**src/rtl/pid_pkg.sv**
```systemverilog
// Shared widths, the stage-2 record and the signed saturate helper
// used throughout the heading controller.
package pid_pkg;
    localparam int HDNG_W  = 12;
    localparam int FRWRD_W = 10;
    localparam int ERR_W   = 10;
    localparam int INTEG_W = 16;
    localparam int ITERM_W = 12;
    localparam int P_W     = 14;
    localparam int DDIFF_W = 7;
    localparam int D_W     = 13;
    localparam int PID_W   = 14;
    localparam int SPD_W   = 11;

    typedef struct packed {
        logic signed [P_W-1:0] p_term;
        logic signed [D_W-1:0] d_term;
    } s2_t;

    // Clamp a signed value into the range of a w-bit signed number.
    function automatic logic signed [31:0] sat_s(input logic signed [31:0] x, input int w);
        logic signed [31:0] hi, lo;
        hi = (32'sd1 <<< (w - 1)) - 32'sd1;
        lo = -hi - 32'sd1;
        if (x > hi)      return hi;
        else if (x < lo) return lo;
        else             return x;
    endfunction
endpackage

```
**src/rtl/heading_pid_if.sv**
```systemverilog
// Heading sample in, wheel speed commands and at-heading flag out.
interface heading_pid_if;
    import pid_pkg::*;

    logic signed [HDNG_W-1:0]  actl_hdng;
    logic                      hdng_vld;
    logic signed [HDNG_W-1:0]  dsrd_hdng;
    logic                      moving;
    logic        [FRWRD_W-1:0] frwrd;
    logic signed [SPD_W-1:0]   lft_spd;
    logic signed [SPD_W-1:0]   rght_spd;
    logic                      spd_vld;
    logic                      at_hdng;

    modport master (
        output actl_hdng, hdng_vld, dsrd_hdng, moving, frwrd,
        input  lft_spd, rght_spd, spd_vld, at_hdng
    );
    modport slave (
        input  actl_hdng, hdng_vld, dsrd_hdng, moving, frwrd,
        output lft_spd, rght_spd, spd_vld, at_hdng
    );
endinterface

```
**src/rtl/pid_integrator.sv**
```systemverilog
// Error accumulator: holds on signed overflow, cleared while not moving.
module pid_integrator
    import pid_pkg::*;
(
    input  logic                      clk,
    input  logic                      rst_n,
    input  logic                      moving,
    input  logic                      en,
    input  logic signed [ERR_W-1:0]   err,
    output logic signed [ITERM_W-1:0] i_term
);
    logic signed [INTEG_W-1:0] integ, err_x, sum;
    logic                      ovf;

    always_comb begin
        err_x = INTEG_W'(err);
        sum   = integ + err_x;
        ovf   = (integ[INTEG_W-1] == err_x[INTEG_W-1]) && (sum[INTEG_W-1] != integ[INTEG_W-1]);
    end

    always_ff @(posedge clk or negedge rst_n) begin
        if (!rst_n)          integ <= '0;
        else if (!moving)    integ <= '0;
        else if (en && !ovf) integ <= sum;
    end

    assign i_term = integ[INTEG_W-1:INTEG_W-ITERM_W];
endmodule

```
**src/rtl/heading_pid.sv**
```systemverilog
// Three-stage P+I+D heading loop: error/at-heading, P/D/integrate,
// then mix with forward speed into saturated left/right commands.
module heading_pid
    import pid_pkg::*;
#(
    parameter int P_COEFF        = 3,
    parameter int D_COEFF        = 14,
    parameter int D_QUEUE_DEPTH  = 2,
    parameter int AT_HDNG_THRESH = 30
) (
    input  logic         clk,
    input  logic         rst_n,
    heading_pid_if.slave bus
);
    localparam int STAGES = 2;

    // vld_pipe[0]: stage-1 result valid, [1]: stage-2 valid, [2]: spd_vld
    logic [STAGES:0]                     vld_pipe;
    logic signed [HDNG_W-1:0]            err;
    logic signed [ERR_W-1:0]             err_sat_d, err_sat_q;
    int                                  abs_err;
    logic                                at_hdng_q;
    logic [D_QUEUE_DEPTH-1:0][ERR_W-1:0] d_queue;
    logic signed [DDIFF_W-1:0]           d_diff;
    s2_t                                 s2_d, s2_q;
    logic signed [ITERM_W-1:0]           i_term;
    logic signed [PID_W-1:0]             pid;
    logic signed [SPD_W-1:0]             pid_sh, lft_d, rght_d, lft_q, rght_q;

    always_comb begin
        // 12-bit subtraction wraps on purpose: headings are angles
        err         = bus.actl_hdng - bus.dsrd_hdng;
        err_sat_d   = ERR_W'(sat_s(32'(err), ERR_W));
        abs_err     = (err_sat_d < 0) ? -int'(err_sat_d) : int'(err_sat_d);
        d_diff      = DDIFF_W'(sat_s(32'(err_sat_q) - 32'($signed(d_queue[D_QUEUE_DEPTH-1])), DDIFF_W));
        s2_d.p_term = P_W'(32'(err_sat_q) * P_COEFF);
        s2_d.d_term = D_W'(32'(d_diff) * D_COEFF);
        pid         = PID_W'(32'($signed(s2_q.p_term)) + 32'(i_term) + 32'($signed(s2_q.d_term)));
        pid_sh      = SPD_W'(pid >>> 3);
        lft_d       = SPD_W'(sat_s($signed(32'(bus.frwrd)) + 32'(pid_sh), SPD_W));
        rght_d      = SPD_W'(sat_s($signed(32'(bus.frwrd)) - 32'(pid_sh), SPD_W));
    end

    pid_integrator u_integ (
        .clk    (clk),
        .rst_n  (rst_n),
        .moving (bus.moving),
        .en     (vld_pipe[0]),
        .err    (err_sat_q),
        .i_term (i_term)
    );

    always_ff @(posedge clk or negedge rst_n) begin
        if (!rst_n) begin
            vld_pipe  <= '0;
            err_sat_q <= '0;
            at_hdng_q <= 1'b0;
            d_queue   <= '0;
            s2_q      <= '0;
            lft_q     <= '0;
            rght_q    <= '0;
        end else begin
            vld_pipe <= {vld_pipe[STAGES-1:0], bus.hdng_vld};
            if (bus.hdng_vld) begin
                err_sat_q <= err_sat_d;
                at_hdng_q <= (abs_err < AT_HDNG_THRESH);
            end
            if (vld_pipe[0]) s2_q <= s2_d;
            if (!bus.moving) begin
                d_queue <= '0;
            end else if (vld_pipe[0]) begin
                d_queue[0] <= err_sat_q;
                for (int i = 1; i < D_QUEUE_DEPTH; i++) d_queue[i] <= d_queue[i-1];
            end
            if (vld_pipe[1]) begin
                lft_q  <= bus.moving ? lft_d  : '0;
                rght_q <= bus.moving ? rght_d : '0;
            end
        end
    end

    assign bus.lft_spd  = lft_q;
    assign bus.rght_spd = rght_q;
    assign bus.spd_vld  = vld_pipe[STAGES];
    assign bus.at_hdng  = at_hdng_q;
endmodule
```
**src/flat_wrapper.sv**
```systemverilog
// flat-port wrapper written by rule: the top's interface ports become plain ports
module heading_pid_flat import pid_pkg::*;
#(
    parameter int P_COEFF        = 3,
    parameter int D_COEFF        = 14,
    parameter int D_QUEUE_DEPTH  = 2,
    parameter int AT_HDNG_THRESH = 30
)
  (clk, rst_n, bus_actl_hdng, bus_hdng_vld, bus_dsrd_hdng, bus_moving, bus_frwrd, bus_lft_spd, bus_rght_spd, bus_spd_vld, bus_at_hdng);
  heading_pid_if bus_i ();
  input  logic clk;
  input  logic rst_n;
  input wire logic [$bits(bus_i.actl_hdng)-1:0] bus_actl_hdng;
  input wire logic [$bits(bus_i.hdng_vld)-1:0] bus_hdng_vld;
  input wire logic [$bits(bus_i.dsrd_hdng)-1:0] bus_dsrd_hdng;
  input wire logic [$bits(bus_i.moving)-1:0] bus_moving;
  input wire logic [$bits(bus_i.frwrd)-1:0] bus_frwrd;
  output wire logic [$bits(bus_i.lft_spd)-1:0] bus_lft_spd;
  output wire logic [$bits(bus_i.rght_spd)-1:0] bus_rght_spd;
  output wire logic [$bits(bus_i.spd_vld)-1:0] bus_spd_vld;
  output wire logic [$bits(bus_i.at_hdng)-1:0] bus_at_hdng;
  assign bus_i.actl_hdng = bus_actl_hdng;
  assign bus_i.hdng_vld = bus_hdng_vld;
  assign bus_i.dsrd_hdng = bus_dsrd_hdng;
  assign bus_i.moving = bus_moving;
  assign bus_i.frwrd = bus_frwrd;
  assign bus_lft_spd = bus_i.lft_spd;
  assign bus_rght_spd = bus_i.rght_spd;
  assign bus_spd_vld = bus_i.spd_vld;
  assign bus_at_hdng = bus_i.at_hdng;
  heading_pid #(.P_COEFF(P_COEFF), .D_COEFF(D_COEFF), .D_QUEUE_DEPTH(D_QUEUE_DEPTH), .AT_HDNG_THRESH(AT_HDNG_THRESH)) u_core (.clk(clk), .rst_n(rst_n), .bus(bus_i));
endmodule
```
**config.mk**
```make
export PLATFORM = sky130hd
export DESIGN_NAME = heading_pid_flat
export DESIGN_NICKNAME = d
export VERILOG_FILES = /design/src/rtl/pid_pkg.sv /design/src/rtl/heading_pid_if.sv /design/src/rtl/pid_integrator.sv /design/src/rtl/heading_pid.sv /design/src/flat_wrapper.sv
export SDC_FILE = /design/constraint.sdc
export NUM_CORES = 1
export LEC_CHECK = 0
export CORE_MARGIN = 8
export CORE_UTILIZATION = 35
export DETAILED_ROUTE_END_ITERATION = 10
export HOLD_SLACK_MARGIN = 0.15
export PLACE_DENSITY_LB_ADDON = 0.3
export SLEW_MARGIN = 10
export SYNTH_ARGS = -nofsm -noshare
export SYNTH_HDL_FRONTEND = slang
export SYNTH_SLANG_ARGS = --single-unit
```
**constraint.sdc**
```tcl
create_clock -name clk -period 6.7 [get_ports clk]
set_input_delay 1.34 -clock clk [delete_from_list [all_inputs] [get_ports clk]]
set_output_delay 1.34 -clock clk [all_outputs]
set_load 0.005 [all_outputs]
```
==> results_dict.tcl <==
set metrics [dict create \
    outcome "finished clean" \
    drv_slew 0 \
    final_cell_mix "ha_1, inv_1, dfrtp_1, a21oi_1, nor2_1" \
    drt_iter0_drc 314 \
    crit_required_ns 6.93 \
    fin_cells 1285 \
    synthesis.nets 1074 \
    diodes 0 \
    initial_core_util_pct 35.6 \
    globalplace.congestion 0.853 \
    synth_compound_area_share_pct 20.2 \
    die_y_um 171 \
    crit_path_start_kind "flop" \
    postCtsHoldBufs 0 \
    synthSimpleGateAreaFrac_pct 12.4 \
    tns_ns 0 \
    synthesis.area_um2 8390 \
    ant_nets 0 \
    routed-via-count 6468 \
    grt_max_degree 58 \
    async_flop_share_pct 100 \
    synth_top_family_by_area "adder cells" \
    drv_cap 0 \
    clkTransAtPathRegs_ns 0.07 \
    routed_wl_um 18000 \
    ys.warnings.count 0 \
    grt_pass1_wl_um 31200 \
    num-nets-final 1122 \
    period_share_pct 82.7 \
    viasPerCell 5.03 \
    core_region_area_um2 23500 \
    portBuffers 61 \
    grt_pass1_vias 6568 \
    drive_above_1_share_pct 6.94 \
    yosys_register_bits 96 \
    ios 62 \
    postCtsSetupBuffers 0 \
    placed_cells 1269 \
    hp-class "flop to flop" \
    synth-edff-count 0 \
    finalHoldViolCount 0 \
    remaining_drc_errors 0 \
    muxShareOfSynthArea_pct 5.22 \
    slew_headroom_pct 47.2 \
    seq_area_um2 2400 \
    endpoint_kind "flop" \
    n_fill_cell 2373 \
    insertion_delay_ns 0.35 \
    synth-main-ff-cell "dfrtp_1" \
    layout_commonest_cell "ha_1" \
    netlist_instances 913 \
    cp.arrival_ns 5.77 \
    cts_inserted_buffers 9 \
    path_max_fanout 6 \
    die_area_um2 29200 \
    synthToLayoutAreaGrowth_pct 14.8 \
    ys_seq_area_share_pct 28.6 \
    htree_num_levels 3 \
    post-dp-hpwl_um 13900 \
    die_w_um 171 \
    root_buffer "clkbuf_16" \
    yosysUniqueCellTypes 80 \
    cts_tree "yes" \
    row_count 56 \
    fmax_ghz 0.180 \
    yosys.area_share.adder_pct 20.4 \
    critPathKind "flop to flop" \
    drt_pre_antenna_iters 4 \
    cts_resized 0 \
    multiInputGateArea_um2 5490 \
    avgRoutedWirePerCell_um 14.0 \
    finalCriticalPeriod_ns 5.54 \
    setup_viol 0 \
    skew_ns 0.0135 \
    grt_overflow 0 \
    cts_buffer_depth 2 \
    rsz0062_at_grt "false" \
    track_usage_pct 13.0 \
    synth.avg_cell_area_um2 9.19 \
    grt_antenna_before_repair 0 \
    synth_xor_xnor_area_share_pct 7.19 \
    clock-sinks 96 \
    worst_slew_pin_slew_ns 0.786 \
]
[routing by layer]
metal / GRT usage [%] / up-vias / part of all wire (%)
met5: 0 / - / 0
met4: 4.23 / 0 / 2.0
met3: 2.19 / 24 / 4.2
met2: 22.0 / 91 / 46
met1: 16.6 / 3060 / 48
li1: - / 3293 / -
[flip-flops by register name (all words and copies together), names as in the netlist]
| register | flops |
|---|---|
| u_core.bus.rght_spd | 11 |
| u_core.u_integ.integ | 16 |
| u_core.bus.lft_spd | 11 |
| u_core.bus.at_hdng | 1 |
| u_core.d_queue | 20 |
| u_core.s2_q | 24 |
| u_core.vld_pipe | 3 |
| u_core.err_sat_q | 10 |
[path summary, 6_finish.rpt]
kind,endpoint,slack [ns],cells past startpoint,startpoint
hold reg to reg,u_core.bus.lft_spd[9]$_DFFE_PN0P_,0.50,2,u_core.bus.lft_spd[9]$_DFFE_PN0P_
setup reg to reg,u_core.s2_q[11]$_DFFE_PN0P_,1.16,25,u_core.err_sat_q[0]$_DFFE_PN0P_
min in group asynchronous,u_core.u_integ.integ[9]$_DFFE_PN0P_,1.05,1,rst_n
setup / recovery,u_core.s2_q[11]$_DFFE_PN0P_,1.16,25,u_core.err_sat_q[0]$_DFFE_PN0P_
max in group asynchronous,u_core.vld_pipe[0]$_DFF_PN0_,4.61,2,rst_n
hold / removal,u_core.bus.lft_spd[9]$_DFFE_PN0P_,0.50,2,u_core.bus.lft_spd[9]$_DFFE_PN0P_
[kinds of logic after synthesis]
logic type	after synthesis
AND/OR/NAND/NOR	215
XOR/XNOR	68
AO/OA/AOI/OAI	241
flip-flops	96
multiplexers	42
adder cells (fa/ha/maj)	123
buffers and inverters	128
[cell usage after synthesis (14+ instances only)]
cell type  number  area (um2)
a21o_1         15         113
a21oi_1        67         335
clkbuf_1       17        63.8
dfrtp_1        96        2400
fa_1           23         460
ha_1          100        1250
inv_1          97         364
mux2_2         14         158
mux2i_1        28         280
nand2_1        55         206
nand3_1        22         110
nor2_1         60         225
nor2b_1        28         175
o21ai_0        48         240
o21bai_1       16         120
xnor2_1        51         447
xor2_1         16         140
[critical path, stage by stage (launching register included)]
cell      delay (ns)
dfrtp_1         0.42
inv_1           0.09
ha_1            0.16
inv_1           0.05
fa_1            0.42
a211oi_2        0.26
o21ai_1         0.09
o211a_1         0.17
o31ai_4         0.22
xnor2_1         0.23
nor2_1          0.09
a31oi_1         0.40
o21ai_0         0.30
ha_1            0.36
inv_1           0.05
fa_1            0.48
fa_1            0.47
inv_1           0.07
a21oi_1         0.06
o21bai_1        0.18
a21o_1          0.15
a21o_1          0.15
o21ai_0         0.08
a21oi_1         0.14
o311ai_0        0.15
o22a_1          0.18
[through the flow]
stage | utilization (%) | cell area [um2] | worst slack, ns | hold slack (ns)
after floorplan | - | 8390 | 1.63 | 0.352
after global placement | 39.5 | 9310 | 1.10 | 0.493
after detailed placement | 39.5 | 9310 | 1.02 | 0.482
after CTS | 40.9 | 9640 | 1.14 | 0.502
after global routing | 40.9 | 9640 | 0.627 | 0.537
final | 40.9 | 9640 | 1.16 | 0.502
[layout make-up]
| type | instances | share of cell area [%] |
|---|---|---|
| Clock inverter | 6 | 0.935 |
| Multi-Input combinational cell | 689 | 57.0 |
| Sequential cell | 96 | 24.9 |
| Clock buffer | 10 | 2.48 |
| Tap cell | 319 | 4.14 |
| Inverter | 98 | 3.82 |
| Timing Repair Buffer | 67 | 6.73 |
Power is left out: the tool's default activity adds up to more than one toggle a clock period on the data nets, which glitch-free logic cannot reach.
